`config.mk`:
```
export PLATFORM = sky130hd
export DESIGN_NAME = mem_arbiter_2p
export DESIGN_NICKNAME = d
export VERILOG_FILES = /design/src/rtl/mem_arbiter_2p.sv
export SDC_FILE = /design/constraint.sdc
export NUM_CORES = 1
export LEC_CHECK = 0
export BUFFER_PORTS_ARGS = -buffer_cell sky130_fd_sc_hd__buf_2
export CORE_UTILIZATION = 30
export DETAILED_ROUTE_END_ITERATION = 16
export GPL_ROUTABILITY_DRIVEN = 0
export GPL_TIMING_DRIVEN = 0
export MAX_ROUTING_LAYER = met4
export SLEW_MARGIN = 20
export SYNTH_ARGS = -nofsm -noshare
export SYNTH_HDL_FRONTEND = slang
export SYNTH_SLANG_ARGS = --single-unit
```
`constraint.sdc`:
```
create_clock -name CLK -period 1.8 [get_ports CLK]
set_input_delay 0.09 -clock CLK [delete_from_list [all_inputs] [get_ports CLK]]
set_output_delay 0.09 -clock CLK [all_outputs]
set_load 0.02 [all_outputs]
```
`src/rtl/mem_arbiter_2p.sv`:
```
// -----------------------------------------------------------------------------
// mem_arbiter_2p
//
// Two-requester round-robin arbiter and sequencer in front of a 64x8
// single-port memory (registered DOUT, active-low REN, level-sensitive write
// while REN=1 and WEN=0). One requester is granted at a time; the granted
// command is latched, played out on the memory pins, read data is captured,
// and a one-cycle ack is returned to the owner.
//
// Ports:
//   CLK                     clock, rising edge
//   RESET                   asynchronous, active-low reset
//   req0/we0/addr0/wdata0   requester 0 command (req held until ack0)
//   ack0, rdata0            requester 0 completion pulse and read data
//   req1/we1/addr1/wdata1   requester 1 command (req held until ack1)
//   ack1, rdata1            requester 1 completion pulse and read data
//   mem_ren, mem_wen        memory REN / WEN, active-low
//   mem_addr, mem_din       memory ADDR / DIN
//   mem_dout                memory DOUT
//   busy                    high whenever the sequencer is not idle
//   owner                   granted requester id, meaningful while busy=1
//
// Every output is decoded from the state register and the latched command
// fields only, so no request-side input reaches an output combinationally.
// -----------------------------------------------------------------------------
module mem_arbiter_2p #(
  parameter int ADDR_W = 6,
  parameter int DATA_W = 8
) (
  input  logic              CLK,
  input  logic              RESET,
  input  logic              req0,
  input  logic              we0,
  input  logic [ADDR_W-1:0] addr0,
  input  logic [DATA_W-1:0] wdata0,
  output logic              ack0,
  output logic [DATA_W-1:0] rdata0,
  input  logic              req1,
  input  logic              we1,
  input  logic [ADDR_W-1:0] addr1,
  input  logic [DATA_W-1:0] wdata1,
  output logic              ack1,
  output logic [DATA_W-1:0] rdata1,
  output logic              mem_ren,
  output logic              mem_wen,
  output logic [ADDR_W-1:0] mem_addr,
  output logic [DATA_W-1:0] mem_din,
  input  logic [DATA_W-1:0] mem_dout,
  output logic              busy,
  output logic              owner
);

  localparam logic [1:0] IDLE   = 2'b00;
  localparam logic [1:0] ISSUE  = 2'b01;
  localparam logic [1:0] RDWAIT = 2'b10;
  localparam logic [1:0] DONE   = 2'b11;

  logic [1:0]        state;
  logic [1:0]        state_nxt;
  logic              prio;
  logic              winner;
  logic              grant;
  logic              cmd_we;
  logic [ADDR_W-1:0] cmd_addr;
  logic [DATA_W-1:0] cmd_wdata;

  // A lone requester always wins; on a tie the round-robin pointer decides.
  assign grant = (state == IDLE) && (req0 || req1);

  always_comb begin
    // NOTE: assign a default before any conditional update so every path
    // drives the signal and no latch is inferred.
    winner = prio;
    if (req0 && !req1) begin
      winner = 1'b0;
    end else if (req1 && !req0) begin
      winner = 1'b1;
    end
  end

  always_comb begin
    state_nxt = state;
    case (state)
      IDLE:    if (req0 || req1) state_nxt = ISSUE;
      ISSUE:   state_nxt = cmd_we ? DONE : RDWAIT;
      RDWAIT:  state_nxt = DONE;
      default: state_nxt = IDLE;
    endcase
  end

  always_ff @(posedge CLK or negedge RESET) begin
    if (!RESET) begin
      state     <= IDLE;
      prio      <= 1'b0;
      owner     <= 1'b0;
      cmd_we    <= 1'b0;
      cmd_addr  <= '0;
      cmd_wdata <= '0;
      rdata0    <= '0;
      rdata1    <= '0;
    end else begin
      // NOTE: non-blocking assignments make every register sample pre-edge
      // values; this is what lets the RDWAIT capture see mem_dout before the
      // memory clears DOUT on the very same edge.
      state <= state_nxt;

      if (grant) begin
        owner     <= winner;
        cmd_we    <= winner ? we1    : we0;
        cmd_addr  <= winner ? addr1  : addr0;
        cmd_wdata <= winner ? wdata1 : wdata0;
      end

      // Only the owner's read register moves, and only on reads.
      if (state == RDWAIT) begin
        if (owner) rdata1 <= mem_dout;
        else       rdata0 <= mem_dout;
      end

      // Hand priority to the other requester once this transaction retires.
      if (state == DONE) begin
        prio <= ~owner;
      end
    end
  end

  // Memory strobes are asserted only in ISSUE. Address and data follow the
  // latched command, which reset clears, so the pins read 0 out of reset.
  assign mem_ren  = !((state == ISSUE) && !cmd_we);
  assign mem_wen  = !((state == ISSUE) &&  cmd_we);
  assign mem_addr = cmd_addr;
  assign mem_din  = cmd_wdata;

  assign busy = (state != IDLE);
  assign ack0 = (state == DONE) && !owner;
  assign ack1 = (state == DONE) &&  owner;

endmodule

```
* Word level (Yosys, flattened, before mapping) *
Cells that the tools add are included.

storage, ports and cells
  ROM bits = 0
  bits in latches = 0
  register bits after elaboration = 35
  memories kept = 0
  memory bits (writable) = 0
  input port bits = 42
  output and inout bits = 36

operators by class
  add/sub/neg operators = 0
  $lt $le $gt $ge = 0
  multiplexer cells = 8
  bitwise logic cells = 1
  shift operators = 0
  equality and inequality tests = 4
  $mul = 0
  divide/modulo/power cells = 0
  reduce and logical (&&, ||, !) cells = 18

operators by type and width
  kind                  number
  $mux W8               1
  $logic_and A1 B1 Y1   7
  $logic_not A1 Y1      6
  $mux W6               1
  $pmux W2 S3           1
  $eq A2 B2 Y1 const B  2
  $mux W1               4
  $reduce_and A2 Y1     2
  $eq A2 B1 Y1 const B  1
  $logic_not A2 Y1      1
  $mux W2               1
  $ne A2 B1 Y1 const B  1
  $reduce_bool A2 Y1    1
  $logic_or A1 B1 Y1    1
  $not A1 Y1            1

* Depth between registers and ports, before layout *
Gate-level depths: netlist of the first run.

  word-level depth = 5
  mapped depth = 7
  depth with buffers taken out = 5

* Least setup slack after synthesis of the first run *
Ideal clock, no wire load.

  kind = reg-to-reg
  start = reg state[0]
  end = reg state[1]
  setup slack = 0.493 ns
  path buffers = 1
  cell stages (with the launch flop) = 6
  arrival = 1.180 ns
  library setup time = 0.127 ns
  cell sequence = dfrtp_1 -> inv_1 -> ha_1 -> buf_2 -> nand3_1 -> mux2_1

between the ends
  longest elaborated chain between the ends = 2

ends and longest elaborated chain
  what                                                RTL line  source
  start: declaration                                  58        logic [1:0] state;
  start signal: assignment                            105       state <= state_nxt;
  $eq A2 B2 Y1, or another cell as far along          83        case (state)
  $pmux W2 S3 / $ne A2 B1 Y1 (equally long branches)  n/a

Several ways; a longest one is shown, not always the timed one.
A chain may end at the register's enable or synchronous reset.

* Final worst setup path of the first run *
  start = reg state[0]
  end = out busy

between the ends
  longest elaborated chain between the ends = 1

ends and longest elaborated chain
  what                RTL line  source
  $reduce_bool A2 Y1  134       assign busy = (state != IDLE);
  end: declaration    49        output logic busy,

No other way between the ends.

==> flow_metrics.env, run 1 <==
export IMPL_htreeDepth=2
export IMPL_routed_wl_mm=4.832
export IMPL_tritoncts="yes"
export IMPL_area_growth_pct=35.85
export IMPL_syn_num_nets=220
export IMPL_floorplan_initialDensity=0.3156
export IMPL_synth_cell_types=24
export IMPL_end_kind="output pin"
export IMPL_yosysWarnings=0
export IMPL_status="finished, final reports clean"
export IMPL_hpwl_mm=3.438
export IMPL_dr_total_vias=1638
export IMPL_syn_cell_area_sq_mm=0.001759
export IMPL_drc=0
export IMPL_cpMaxStageDelayCell="dfrtp_1"
export IMPL_wl_per_cell_um=14.47
export IMPL_synthCells=173
export IMPL_die_area_sq_mm=0.006174
export IMPL_nets=308
export IMPL_multi_input_area_sq_um=759.5
export IMPL_cp_cell_sequence="inv_1, ha_1, buf_2, buf_4, inv_1, buf_2"
export IMPL_grt_antenna_before_repair=0
export IMPL_start_kind="register"
export IMPL_drtPass1Iterations=4
export IMPL_vias_per_cell=4.904
export IMPL_finalPower_uw=4311
export IMPL_synth_area_per_cell_sq_um=10.17
export IMPL_crit_fanout=10
export IMPL_worstSkewPairLatency_ns=0.29
export IMPL_fill_cells=568
export IMPL_min_period_ns=1.678
export IMPL_rows=27
export IMPL_cp_num_buf_inv=5
export IMPL_critPathTopFamily="buffers and inverters"
export IMPL_drtIter0Drc=33
export IMPL_die_y_um=78.58
export IMPL_ys_seq_area_frac=0.4979
export IMPL_regArea_sq_um=875.8
export IMPL_setup_slack_ns=0.1219
export IMPL_path_class="reg -> out"
export IMPL_setup_viol=0
export IMPL_rsz0062_at_grt="false"
export IMPL_grtUsageTotal=0.1674
export IMPL_slew_violations=0
export IMPL_cts_made_buffers=5
export IMPL_first_global_vias=1567
export IMPL_worstPathRequired_ns=1.71
export IMPL_relSlewSlack=0.4756
export IMPL_n_antenna_cell=0
export IMPL_final_hold_violation_count=0
export IMPL_p_leak_uw=0.001201
export IMPL_maxCapViolCount=0
export IMPL_final_antenna_net_count=0
export IMPL_hold_path_class="in -> reg"
export IMPL_fmax_mhz=595.9
export IMPL_power_density_mw_per_mm2=1804
export IMPL_grt_start_max_net_pins=36
export IMPL_dpl_worst_slack_ns=0.3319
export IMPL_clkTransAtPathRegs_ns=0.08
export IMPL_synth_seq_cells=35
export IMPL_critPathMaxStageDelay_ns=0.44
export IMPL_grt_pass1_wl_mm=7.797
export IMPL_port_buffers=77
export IMPL_drive_gt1_frac=0.4313
export IMPL_post_route_period_util=0.9323
export IMPL_clock_path_buffers=2
export IMPL_ctsRootBufferMaster="clkbuf_8"
export IMPL_worst_pin_slew_ns=0.7866
export IMPL_coreArea_sq_mm=0.005574
export IMPL_setup_tns_ns=0
export IMPL_cts_sinks=35
export IMPL_peakVddDrop_uv=646.4
export IMPL_grt_overflow=0
export IMPL_post_cts_setup_buffer_count=0
export IMPL_ios=78
export IMPL_die_w_um=78.58
export IMPL_fin_worst_skew_ns=0.005049
export IMPL_arrival_ns=1.59
## cell families after synthesis
group | share of synthesized area
buffers and inverters | 0.07041
multiplexers | 0.05761
flip-flops | 0.4979
AND/OR/NAND/NOR | 0.1586
AO/OA/AOI/OAI | 0.1799
adder cells (fa/ha/maj) | 0.03556
## cells in the mapped netlist, drive strengths merged
library cell   n  area share
nand2         42       0.091
dfrtp         35        0.50
o2111ai       30        0.15
nand3         16       0.046
buf           15       0.055
mux2           9       0.058
inv            6       0.013
ha             5       0.036
a21oi          2      0.0057
nand2b         2      0.0071
nor2           2      0.0043
nor2b          2      0.0071
o21ai          2       0.012
a31oi          1      0.0036
and2           1      0.0036
clkbuf         1      0.0021
o311ai         1      0.0050
o31ai          1      0.0043
## through the flow
stage               utilization  hold slack, ns  instance area, sq um  instances
CTS                      0.4283       0.0007470                  2387        334
global placement         0.4009          0.2362                  2235        322
floorplan                     -         -0.2056                  1759        173
global route             0.4287        0.003304                  2390        334
detailed placement       0.4009          0.2312                  2235        322
finish                   0.4287        0.009583                  2390        334
## cells in the final DEF, fill, tap and decap left out, types with 4 or more instances in the layout
| cell type | instances |
|---|---|
| buf_2 | 85 |
| buf_4 | 5 |
| clkbuf_8 | 5 |
| dfrtp_1 | 35 |
| dlygate4sd3_1 | 4 |
| ha_1 | 5 |
| mux2_2 | 8 |
| nand2_1 | 41 |
| nand3_1 | 16 |
| o2111ai_1 | 30 |
## final timing paths
path	slack, ns	depth (start not counted)	end	from
max	0.12	6	busy	state[0]$_DFFE_PN0P_
min	0.01	3	rdata0[3]$_DFFE_PN0P_	mem_dout[3]
max reg2reg	0.33	4	rdata1[2]$_DFFE_PN0P_	state[0]$_DFFE_PN0P_
min reg2reg	0.48	2	rdata0[0]$_DFFE_PN0P_	rdata0[0]$_DFFE_PN0P_
max in group asynchronous	0.88	2	rdata0[2]$_DFFE_PN0P_	RESET
min in group asynchronous	0.41	2	rdata1[7]$_DFFE_PN0P_	RESET
## report_power, final
part / total [uW] / internal, uW / switching, uW / leakage, uW
clock: 729 / 413 / 317 / 0.0000581
sequential: 1410 / 1180 / 226 / 0.000424
combinational: 2170 / 796 / 1380 / 0.000719
total: 4310 / 2390 / 1920 / 0.00120
## flip-flops by register name, indices dropped and copies added (netlist names)
register,cells
mem_din,8
rdata0,8
rdata1,8
mem_addr,6
state,2
cmd_we,1
owner,1
prio,1
## layer usage
| metal | global-route usage | vias to the layer above | wire length [um] |
|---|---|---|---|
| met5 | - | - | 0 |
| met4 | 0.03889 | 0 | 34 |
| met3 | 0.03837 | 7 | 262 |
| met2 | 0.2548 | 68 | 2090 |
| met1 | 0.2254 | 749 | 2445 |
| li1 | - | 814 | - |
## cell type report
cell class,count,area share
clock inverter,3,0.01832
tap,72,0.03770
inverter,6,0.009424
buffer,16,0.04346
clock buffer,5,0.02880
sequential,35,0.3665
timing repair buffer,81,0.1780
multi-input combinational,116,0.3178
## what timing repair did
| item | in CTS | in global routing |
|---|---|---|
| hold endpoints to repair | 38 | 0 |
| setup endpoints to repair | 0 | 1 |
| resized for setup | 0 | 2 |
| hold buffers | 4 | 0 |
## worst reg2reg max path, delay by kind of cell (launching register included)
family        cells  cell delay (ns)
mux               1             0.37
flops             1             0.43
fa+ha+maj         1             0.25
simple gates      1             0.21
buf+inv           1             0.09
Note: power is estimated with default switching activity, not from simulation.
==> run 2: changes to the inputs <==
--- a/config.mk
+++ b/config.mk
@@ -11,6 +11,7 @@
 export GPL_ROUTABILITY_DRIVEN = 0
 export GPL_TIMING_DRIVEN = 0
 export MAX_ROUTING_LAYER = met4
+export RECOVER_POWER = 25
 export SLEW_MARGIN = 20
 export SYNTH_ARGS = -nofsm -noshare
 export SYNTH_HDL_FRONTEND = slang
==> run 2 against run 1 <==
Cell area fell by 1.4%. Flip-flop and latch count did not move. Total power fell by 1.5%. Fmax fell by 0.24%. Clock skew rose by 0.00056 ns. First-iteration DRC count rose by 3.0%. Non-clock buffer count did not move. Critical path depth did not move. Clock-buffer cell count did not move. Worst setup slack got worse by 0.0041 ns. Sequential power barely moved. Critical endpoint unchanged. Highest routed layer unchanged.
==> flow_metrics.env, run 2 (synthesis results as in run 1) <==
export IMPL_tritoncts="yes"
export IMPL_nets=308
export IMPL_grt_antenna_before_repair=0
export IMPL_ctsRootBufferMaster="clkbuf_8"
export IMPL_drive_gt1_frac=0.3321
export IMPL_reg2reg_slack_ns=0.33
export IMPL_setup_slack_ns=0.1179
export IMPL_stdcell_area_sq_mm=0.002357
export IMPL_area_growth_pct=34.00
export IMPL_drtPass1Iterations=4
export IMPL_n_antenna_cell=0
export IMPL_vias_per_cell=4.958
export IMPL_grt_pass1_wl_mm=7.797
export IMPL_maxCapViolCount=0
export IMPL_arrival_ns=1.59
export IMPL_fin_worst_skew_ns=0.005611
export IMPL_fill_cells=586
export IMPL_peakVddDrop_uv=635.0
export IMPL_hpwl_mm=3.438
export IMPL_grt_start_max_net_pins=36
export IMPL_floorplan_initialDensity=0.3156
export IMPL_drc=0
export IMPL_holdWs_ns=0.009982
export IMPL_hold_path_class="in -> reg"
export IMPL_worst_pin_slew_ns=0.7979
export IMPL_grtUsageTotal=0.1674
export IMPL_power_density_mw_per_mm2=1802
export IMPL_dpl_cell_area_sq_mm=0.002235
export IMPL_port_buffers=77
export IMPL_finalPower_uw=4247
export IMPL_worstPathRequired_ns=1.71
export IMPL_clkTransAtPathRegs_ns=0.08
export IMPL_final_cell_mix="buf_2, nand2_1, dfrtp_1"
export IMPL_htreeDepth=2
export IMPL_grt_overflow=0
export IMPL_cts_sinks=35
export IMPL_die_y_um=78.58
export IMPL_ios=78
export IMPL_r2r_cells=4
export IMPL_die_area_sq_mm=0.006174
export IMPL_coreArea_sq_mm=0.005574
export IMPL_start_kind="register"
export IMPL_post_cts_setup_buffer_count=0
export IMPL_slew_violations=0
export IMPL_end_kind="output pin"
export IMPL_final_hold_violation_count=0
export IMPL_drtIter0Drc=34
export IMPL_regToRegStartpoint="state[0]$_DFFE_PN0P_"
export IMPL_final_common_cell="buf_2"
export IMPL_post_route_period_util=0.9345
export IMPL_first_global_vias=1567
export IMPL_min_period_ns=1.682
export IMPL_path_class="reg -> out"
export IMPL_critPathLaunch="state[0]$_DFFE_PN0P_"
export IMPL_die_w_um=78.58
export IMPL_worstSkewPairLatency_ns=0.29
export IMPL_p_leak_uw=0.001121
export IMPL_rsz0062_at_grt="false"
export IMPL_clock_path_buffers=2
export IMPL_dr_total_vias=1656
export IMPL_wl_per_cell_um=14.59
export IMPL_status="finished, final reports clean"
export IMPL_setup_viol=0
export IMPL_routed_wl_mm=4.873
export IMPL_crit_fanout=10
export IMPL_cts_made_buffers=5
export IMPL_final_antenna_net_count=0
export IMPL_dpl_worst_slack_ns=0.3319
export IMPL_cp_endpoint="busy"
export IMPL_rr_endpoint="rdata1[2]$_DFFE_PN0P_"
export IMPL_setup_tns_ns=0
export IMPL_fmax_mhz=594.5
export IMPL_relSlewSlack=0.4681
export IMPL_rows=27
## run 2: worst min path at each step
stage | from | to | slack (ns) | depth (start not counted)
after global placement | RESET | rdata1[7]$_DFFE_PN0P_ | 0.24 | 1
after detailed placement | RESET | rdata1[7]$_DFFE_PN0P_ | 0.23 | 1
after CTS | mem_dout[3] | rdata0[3]$_DFFE_PN0P_ | 0.0007 | 3
after floorplan | RESET | cmd_we$_DFFE_PN0P_ | -0.21 | 0
after global routing | mem_dout[3] | rdata0[3]$_DFFE_PN0P_ | 0.003 | 3
final | mem_dout[6] | rdata0[6]$_DFFE_PN0P_ | 0.01 | 3
## run 2: area by class of cell
type | instances | area [sq um] | share of cell area
clock inverters | 3 | 43.79 | 0.01858
plain buffers | 16 | 103.9 | 0.04406
flip-flops and latches | 35 | 875.8 | 0.3716
repair buffers | 81 | 392.9 | 0.1667
multi-input cells | 116 | 759.5 | 0.3222
clock buffers | 5 | 68.82 | 0.02919
well taps | 72 | 90.09 | 0.03822
inverters | 6 | 22.52 | 0.009554
## run 2: power by group
part | internal (uW) | total, uW | switching [uW]
Clock | 413 | 729 | 316
Sequential | 1180 | 1420 | 237
Combinational | 716 | 2100 | 1380
Total | 2310 | 4250 | 1940
## run 2: repair_timing
item                                    CTS  global route
hold buffers                              4             0
endpoints found under the setup margin    0             1
hold endpoints to repair                 38             0
gates resized for setup                   0             2
## run 2: worst max-delay path: stages (launching register included)
cell,delay (ns)
dfrtp_1,0.44
inv_1,0.10
ha_1,0.14
buf_2,0.21
buf_4,0.21
inv_1,0.05
buf_2,0.15
## run 2: through the flow
stage,util,std cells
2_1_floorplan,-,173
3_3_place_gp,0.4009,322
3_5_place_dp,0.4009,322
4_1_cts,0.4283,334
5_1_grt,0.4229,334
6_report,0.4229,334
## run 2: metal layers
metal | global-route usage | wire length [um] | vias up
met5 | - | 0 | -
met4 | 0.03889 | 34 | 0
met3 | 0.03837 | 289 | 7
met2 | 0.2548 | 2092 | 69
met1 | 0.2254 | 2456 | 762
li1 | - | - | 818
